--- src/rtl/scie_issue_queue_pkg.sv ---
// Shared definitions for the SCIE issue queue: opcodes, datapath width,
// the request record and the opcode classifier.
package scie_issue_queue_pkg;

  localparam int XLEN      = 32;
  // Request records carry the tag in a fixed-width field; TAG_W must not exceed it.
  localparam int TAG_MAX_W = 16;

  localparam logic [6:0] OP_COEF = 7'h0B;  // coefficient load, write-only
  localparam logic [6:0] OP_PUSH = 7'h2B;  // sample push, write-only
  localparam logic [6:0] OP_COMP = 7'h3B;  // compute, returns a result

  typedef enum logic [1:0] {
    K_WRITE,
    K_COMPUTE,
    K_ILLEGAL
  } op_kind_e;

  typedef struct packed {
    logic [XLEN-1:0]      insn;
    logic [XLEN-1:0]      rs1;
    logic [XLEN-1:0]      rs2;
    logic [TAG_MAX_W-1:0] tag;
  } req_t;

  function automatic op_kind_e classify(input logic [6:0] opcode);
    case (opcode)
      OP_COEF, OP_PUSH: return K_WRITE;
      OP_COMP:          return K_COMPUTE;
      default:          return K_ILLEGAL;
    endcase
  endfunction

endpackage

--- src/rtl/scie_fifo.sv ---
// Generic synchronous FIFO with occupancy count; backs both the request
// queue and the response buffer of the issue queue.
module scie_fifo #(
  parameter int DEPTH = 4,
  parameter int WIDTH = 8
) (
  input  logic                       clock_i,
  input  logic                       reset_i,
  input  logic                       push_i,
  input  logic [WIDTH-1:0]           wdata_i,
  input  logic                       pop_i,
  output logic [WIDTH-1:0]           rdata_o,
  output logic [$clog2(DEPTH+1)-1:0] count_o
);

  localparam int CW = $clog2(DEPTH + 1);
  localparam int PW = (DEPTH > 1) ? $clog2(DEPTH) : 1;
  localparam logic [CW-1:0] FULL = CW'(DEPTH);
  localparam logic [PW-1:0] LAST = PW'(DEPTH - 1);

  logic [WIDTH-1:0] mem_q [DEPTH];
  logic [PW-1:0]    rd_ptr_q, rd_ptr_d;
  logic [PW-1:0]    wr_ptr_q, wr_ptr_d;
  logic [CW-1:0]    count_q, count_d;
  logic             do_push, do_pop;

  // Next pointers/count; push is ignored when full and pop when empty.
  always_comb begin
    do_push  = push_i && (count_q != FULL);
    do_pop   = pop_i && (count_q != '0);
    rd_ptr_d = rd_ptr_q;
    wr_ptr_d = wr_ptr_q;
    count_d  = count_q;
    if (do_push) wr_ptr_d = (wr_ptr_q == LAST) ? '0 : wr_ptr_q + 1'b1;
    if (do_pop)  rd_ptr_d = (rd_ptr_q == LAST) ? '0 : rd_ptr_q + 1'b1;
    if (do_push && !do_pop)      count_d = count_q + 1'b1;
    else if (!do_push && do_pop) count_d = count_q - 1'b1;
  end

  // Storage and pointers; storage is cleared too so the head never reads X.
  always_ff @(posedge clock_i) begin
    if (reset_i) begin
      for (int i = 0; i < DEPTH; i++) mem_q[i] <= '0;
      rd_ptr_q <= '0;
      wr_ptr_q <= '0;
      count_q  <= '0;
    end else begin
      if (do_push) mem_q[wr_ptr_q] <= wdata_i;
      rd_ptr_q <= rd_ptr_d;
      wr_ptr_q <= wr_ptr_d;
      count_q  <= count_d;
    end
  end

  assign rdata_o = mem_q[rd_ptr_q];
  assign count_o = count_q;

endmodule

--- src/rtl/scie_issue_queue.sv ---
// In-order issue queue in front of SCIEPipelined: buffers requests, issues
// one per cycle, drops illegal opcodes, and returns compute results in order
// through a credit-protected response buffer.
module scie_issue_queue
  import scie_issue_queue_pkg::*;
#(
  parameter int QDEPTH  = 4,
  parameter int RDEPTH  = 2,
  parameter int LATENCY = 1,
  parameter int TAG_W   = 5
) (
  input  logic             clock,
  input  logic             reset,
  input  logic             io_req_valid,
  output logic             io_req_ready,
  input  logic [XLEN-1:0]  io_req_insn,
  input  logic [XLEN-1:0]  io_req_rs1,
  input  logic [XLEN-1:0]  io_req_rs2,
  input  logic [TAG_W-1:0] io_req_tag,
  output logic             io_scie_valid,
  output logic [XLEN-1:0]  io_scie_insn,
  output logic [XLEN-1:0]  io_scie_rs1,
  output logic [XLEN-1:0]  io_scie_rs2,
  input  logic [XLEN-1:0]  io_scie_rd,
  output logic             io_resp_valid,
  input  logic             io_resp_ready,
  output logic [XLEN-1:0]  io_resp_data,
  output logic [TAG_W-1:0] io_resp_tag,
  output logic             io_illegal,
  output logic             io_busy
);

  localparam int QCW = $clog2(QDEPTH + 1);
  localparam int RCW = $clog2(RDEPTH + 1);
  localparam int RW  = TAG_W + XLEN;

  req_t             req_in, head;
  logic [QCW-1:0]   req_count;
  logic             head_vld, req_push, req_pop;
  op_kind_e         head_kind;
  logic             issue_wr, issue_cmp, drop;
  int               infl, credits_used;
  logic             credit_ok;

  logic [LATENCY-1:0]            vld_pipe_q, vld_pipe_d;
  logic [LATENCY-1:0][TAG_W-1:0] tag_pipe_q, tag_pipe_d;

  logic [RW-1:0]  resp_head;
  logic [RCW-1:0] resp_count;
  logic           capture, resp_pop;
  logic           unused_tag_hi;

  // Ready depends only on stored occupancy, never on this cycle's pop.
  assign io_req_ready = (req_count < QCW'(QDEPTH));
  assign req_push     = io_req_valid && io_req_ready;
  assign head_vld     = (req_count != '0);

  // Pack the incoming request into its record.
  always_comb begin
    req_in      = '0;
    req_in.insn = io_req_insn;
    req_in.rs1  = io_req_rs1;
    req_in.rs2  = io_req_rs2;
    req_in.tag  = TAG_MAX_W'(io_req_tag);
  end

  scie_fifo #(.DEPTH(QDEPTH), .WIDTH($bits(req_t))) u_req_fifo (
    .clock_i (clock),
    .reset_i (reset),
    .push_i  (req_push),
    .wdata_i (req_in),
    .pop_i   (req_pop),
    .rdata_o (head),
    .count_o (req_count)
  );

  // Issue decision: computes need a free response slot counting in-flight ones,
  // and a stalled head blocks everything behind it.
  always_comb begin
    infl = 0;
    for (int i = 0; i < LATENCY; i++) infl = infl + int'(vld_pipe_q[i]);
    credits_used = int'(resp_count) + infl;
    credit_ok    = (credits_used < RDEPTH);
    head_kind    = classify(head.insn[6:0]);
    issue_wr     = head_vld && (head_kind == K_WRITE);
    issue_cmp    = head_vld && (head_kind == K_COMPUTE) && credit_ok;
    drop         = head_vld && (head_kind == K_ILLEGAL);
  end

  assign req_pop       = issue_wr || issue_cmp || drop;
  assign io_scie_valid = issue_wr || issue_cmp;
  assign io_scie_insn  = io_scie_valid ? head.insn : '0;
  assign io_scie_rs1   = io_scie_valid ? head.rs1  : '0;
  assign io_scie_rs2   = io_scie_valid ? head.rs2  : '0;
  assign io_illegal    = drop;
  assign unused_tag_hi = ^head.tag;

  // In-flight shift: stage i holds a compute issued i+1 cycles ago.
  always_comb begin
    vld_pipe_d    = '0;
    tag_pipe_d    = '0;
    vld_pipe_d[0] = issue_cmp;
    tag_pipe_d[0] = head.tag[TAG_W-1:0];
    for (int i = 1; i < LATENCY; i++) begin
      vld_pipe_d[i] = vld_pipe_q[i-1];
      tag_pipe_d[i] = tag_pipe_q[i-1];
    end
  end

  // In-flight register; reset discards computes already sent to the pipeline.
  always_ff @(posedge clock) begin
    if (reset) begin
      vld_pipe_q <= '0;
      tag_pipe_q <= '0;
    end else begin
      vld_pipe_q <= vld_pipe_d;
      tag_pipe_q <= tag_pipe_d;
    end
  end

  // The last stage is the cycle in which io_scie_rd carries the result.
  assign capture  = vld_pipe_q[LATENCY-1];
  assign resp_pop = io_resp_valid && io_resp_ready;

  scie_fifo #(.DEPTH(RDEPTH), .WIDTH(RW)) u_resp_fifo (
    .clock_i (clock),
    .reset_i (reset),
    .push_i  (capture),
    .wdata_i ({tag_pipe_q[LATENCY-1], io_scie_rd}),
    .pop_i   (resp_pop),
    .rdata_o (resp_head),
    .count_o (resp_count)
  );

  assign io_resp_valid = (resp_count != '0);
  assign io_resp_data  = io_resp_valid ? resp_head[XLEN-1:0] : '0;
  assign io_resp_tag   = io_resp_valid ? resp_head[RW-1 -: TAG_W] : '0;
  assign io_busy       = head_vld || (|vld_pipe_q) || io_resp_valid;

endmodule
--- config.mk ---
export PLATFORM = sky130hd
export DESIGN_NAME = scie_issue_queue
export DESIGN_NICKNAME = d
export VERILOG_FILES = /design/src/rtl/scie_issue_queue_pkg.sv /design/src/rtl/scie_fifo.sv /design/src/rtl/scie_issue_queue.sv
export SDC_FILE = /design/constraint.sdc
export NUM_CORES = 1
export LEC_CHECK = 0
export CAP_MARGIN = 20
export CORE_AREA = 8 8 231 233
export DETAILED_ROUTE_END_ITERATION = 10
export DIE_AREA = 0 0 239 241
export GPL_ROUTABILITY_DRIVEN = 0
export PLACE_DENSITY = 0.69
export RECOVER_POWER = 50
export SYNTH_ARGS = -nofsm -noshare
export SYNTH_HDL_FRONTEND = slang
export SYNTH_SLANG_ARGS = --single-unit
--- constraint.sdc ---
create_clock -name clock -period 2.9 [get_ports clock]
set_input_delay 0.435 -clock clock [delete_from_list [all_inputs] [get_ports clock]]
set_output_delay 0.435 -clock clock [all_outputs]
set_load 0.02 [all_outputs]
==> qor.csv <==
stage,metric,value,unit
run_status,status,"complete, but fails checks",
run_status,failing checks,setup timing,
drt,DRC,0,
finish,final non-filler cell total,2432,
floorplanning,die height,241,µm
global_routing,met3 Usage GRT,4.395,%
logic_synthesis,largest family of logic cells by synthesized area,simple AND/OR/NAND/NOR gates,
finish,nets,1857,
logic_synthesis,synth warn,0,
finish,Area Growth Syn to Fin,24.45,%
clock_tree,CTS tree,done,
clock_tree,CTS Buffer Depth,3,
global_routing,first-pass GRT wire length,78090,µm
logic_synthesis,adder-cell share of the synthesized area,0.3177,%
pwr,worst vdd ir,0.4649,mV
logic_synthesis,post-synthesis mux area share,11.70,%
logic_synthesis,register area share after synthesis,66.90,%
floorplanning,Die W,239,µm
timing,Tmin final,3000,ps
drt,final WL,51990,µm
worst_setup_path,Worst Path Arrival,2560,ps
drt,DR iter-0 viols,800,
logic_synthesis,Post-synth EDFFs,478,
logic_synthesis,"Top FF cell, synth",edfxtp_1,
timing,Final Cycle Share,103.4,%
finish,Fillers,4055,
worst_setup_path,reg2reg end,u_req_fifo.count_o[2],
drt,Routed Antenna Nets,0,
logic_synthesis,fraction of registers with async set/reset,0,%
floorplanning,Die Area,0.05760,mm²
timing,unrepaired setup endpoints after global routing,yes,
floorplanning,Starting Density,44.41,%
pwr,Leak Pwr,10.03,nW
global_routing,pin count of the biggest net entering global routing,102,
timing,Final setup viols,18,
finish,share of cells above drive strength 1,19.58,%
global_routing,GRT met1 Usage,22.45,%
global_routing,Tot GR Track Use,17.84,%
clock_tree,"Clk pin slew, worst setup/hold paths",60,ps
worst_hold_path,hold path depth,2,
drt,DRT Pass-1 Iters,5,
flow_run,Max Cap Violations,0,
logic_synthesis,"Avg Cell Area, Syn",15.39,µm²
place,hpwl dp,30720,µm
timing,final hold violations,0,
global_routing,GRT met2 Usage,30.33,%
place,Port Buf Inserts,272,
drt,via/cell ratio,5.081,
worst_setup_path,CP max FO,9,
logic_synthesis,XOR/XNOR Fraction of Synth Area,0.2383,%
clock_tree,H-Tree Depth,2,
global_routing,initial antenna violation count,11,
floorplanning,core area,0.04966,mm²
clock_tree,Clock Latency Late Sink,590,ps
worst_setup_path,critical path startpoint category,register,
floorplanning,# rows,82,
logic_synthesis,simple logic cell fraction of the synthesized area,18.24,%
drt,via count,12358,
logic_synthesis,post-synthesis compound-gate area fraction,0.4765,%
worst_setup_path,Crit Reg-Reg Startpoint,u_req_fifo.mem_q[0][71],
timing,FMAX,333.3,MHz
worst_setup_path,reg2reg path depth,10,
finish,"leading cell type in the layout, fill and taps excluded",edfxtp_1,
finish,"commonest cells after routing, fill and taps aside","478 x edfxtp_1, 468 x and2_1, 174 x clkdlybuf4s50_1, 96 x mux4_2, 85 x nor2b_1",
worst_setup_path,Critical Path RT,2470,ps
clock_tree,total CTS buffers,52,
worst_hold_path,worst min path class,register to register,
timing,"Worst Setup Slack, final",-99.94,ps
timing,max_slew headroom,30.56,%
worst_setup_path,CP Capture Type,output port,
drt,Wirelength per Cell,21.38,µm
worst_setup_path,Reg2Reg Setup Slack,170,ps
logic_synthesis,cell count after synthesis,1433,
clock_tree,Root Driver,clkbuf_16,
clock_tree,Sink Count,498,
timing,max-slew violations,0,
worst_setup_path,crit path kind,register to output port,
global_routing,vias in the first global route,13120,
place,Cells after DPL,2325,
timing,Least-Margin Pin Slew,1041,ps
logic_synthesis,post-synth cell types,44,
floorplanning,Boundary Pins,275,
worst_hold_path,min-delay src,u_req_fifo.count_o[2],
logic_synthesis,Synth Register Bits,498,
timing,Max Clock Skew,14.19,ps
logic_synthesis,Synth Cell Area,0.02205,mm²
worst_hold_path,Min-Delay Endpoint,u_req_fifo.count_o[2],
global_routing,GR peak layer,met2,
timing,worst hold margin,507.5,ps
global_routing,grt total ovfl,0,
pwr,overall power consumption,0.01976,W
clock_tree,CTS Hold Buffers Added,0,
pwr,power per cell area,720.0,mW/mm²
## metrics by stage
stage                     utilization (%)  setup TNS, ps  setup slack [ps]  instance area, µm²
after floorplan                         -              0             76.42               22070
after global placement              52.14              0             58.89               25890
after detailed placement            52.19              0             24.14               25920
after CTS                           55.40         -10240            -230.6               27510
after global routing                55.27          -7120            -224.5               27440
final                               55.27         -974.8            -99.94               27450
## cell type report
cell class	count	area, µm²	share of cell area [%]
sequential	498	14760	53.79
multi-input combinational	828	6950	25.32
timing repair buffer	323	3177	11.57
clock buffer	73	1380	5.028
tap	672	840.8	3.063
clock inverter	23	282.8	1.030
inverter	12	45.04	0.1641
antenna	3	7.507	0.02735
## worst max path at each step
stage,to,from,slack (ps),cells past startpoint
6_report,io_scie_rs2[28],u_req_fifo.mem_q[0][71],-100,8
5_1_grt,io_scie_insn[18],register,-220,9
4_1_cts,io_scie_rs1[5],register,-230,8
3_5_place_dp,io_scie_rs2[6],register,20,7
3_3_place_gp,io_scie_rs1[20],register,60,7
2_1_floorplan,u_resp_fifo.mem_q[0][0],u_resp_fifo.count_o[0],80,2
## state kept, by name, summed over array words and instances, names as in the netlist, named ones only
register	count
u_req_fifo.mem_q	404
u_resp_fifo.mem_q	74
tag_pipe_q	5
u_req_fifo.count_o	3
u_req_fifo.rd_ptr_q	2
u_req_fifo.wr_ptr_q	2
u_resp_fifo.count_o	2
capture	1
u_resp_fifo.rd_ptr_q	1
u_resp_fifo.wr_ptr_q	1
## cell usage after synthesis (all sizes together), types with 2 or more instances
cell type,count,area [µm²]
or2,4,25.02
or3,4,25.02
a21oi,5,25.02
ha,4,50.05
o21ai,4,20.02
nor2,47,176.4
dfxtp,20,400.4
and2,478,2990
nand2b,3,18.77
buf,35,190.2
xor2,6,52.55
nor3,5,25.02
inv,12,45.04
nand2,11,43.80
and2b,2,16.27
nand4bb,2,22.52
edfxtp,478,14350
nor3b,3,22.52
nand3,2,10.01
clkbuf,61,229.0
nor2b,95,594.3
a2bb2oi,2,17.52
mux2i,40,400.4
mux4,96,2170
## critical path: stages (launching register included)
cell and delay (ps):
edfxtp_1 410, nor4bb_4 290, a2bb2oi_2 90, mux2i_2 260
nand3_4 170, buf_4 180, bufbuf_16 270, nor2b_1 130
buf_4 160
## cell families after synthesis
family                   Yosys count
AND/OR/NAND/NOR                  662
flip-flops                       498
multiplexers                     137
buffers and inverters            108
AO/OA/AOI/OAI                     16
XOR/XNOR                           6
adder cells (fa/ha/maj)            5
other                              1
## where the power goes
part	switching, W	internal, W
sequential	0.000212	0.00855
clock	0.00270	0.00386
combinational	0.00215	0.00229
total	0.00507	0.0147
## layer usage
layer | up-vias | wire length, µm
li1 | 5710 | -
met1 | 6192 | 21580
met2 | 346 | 25570
met3 | 94 | 3571
met4 | 16 | 1173
met5 | - | 97
## timing repair
item | 4_1_cts | 5_1_grt
resized for setup | 290 | 151
endpoints found under the setup margin | 96 | 98
setup buffers | 2 | 3
pin swaps | 0 | 1
cloned | 2 | 1
Power figures use the tool's default switching activity.
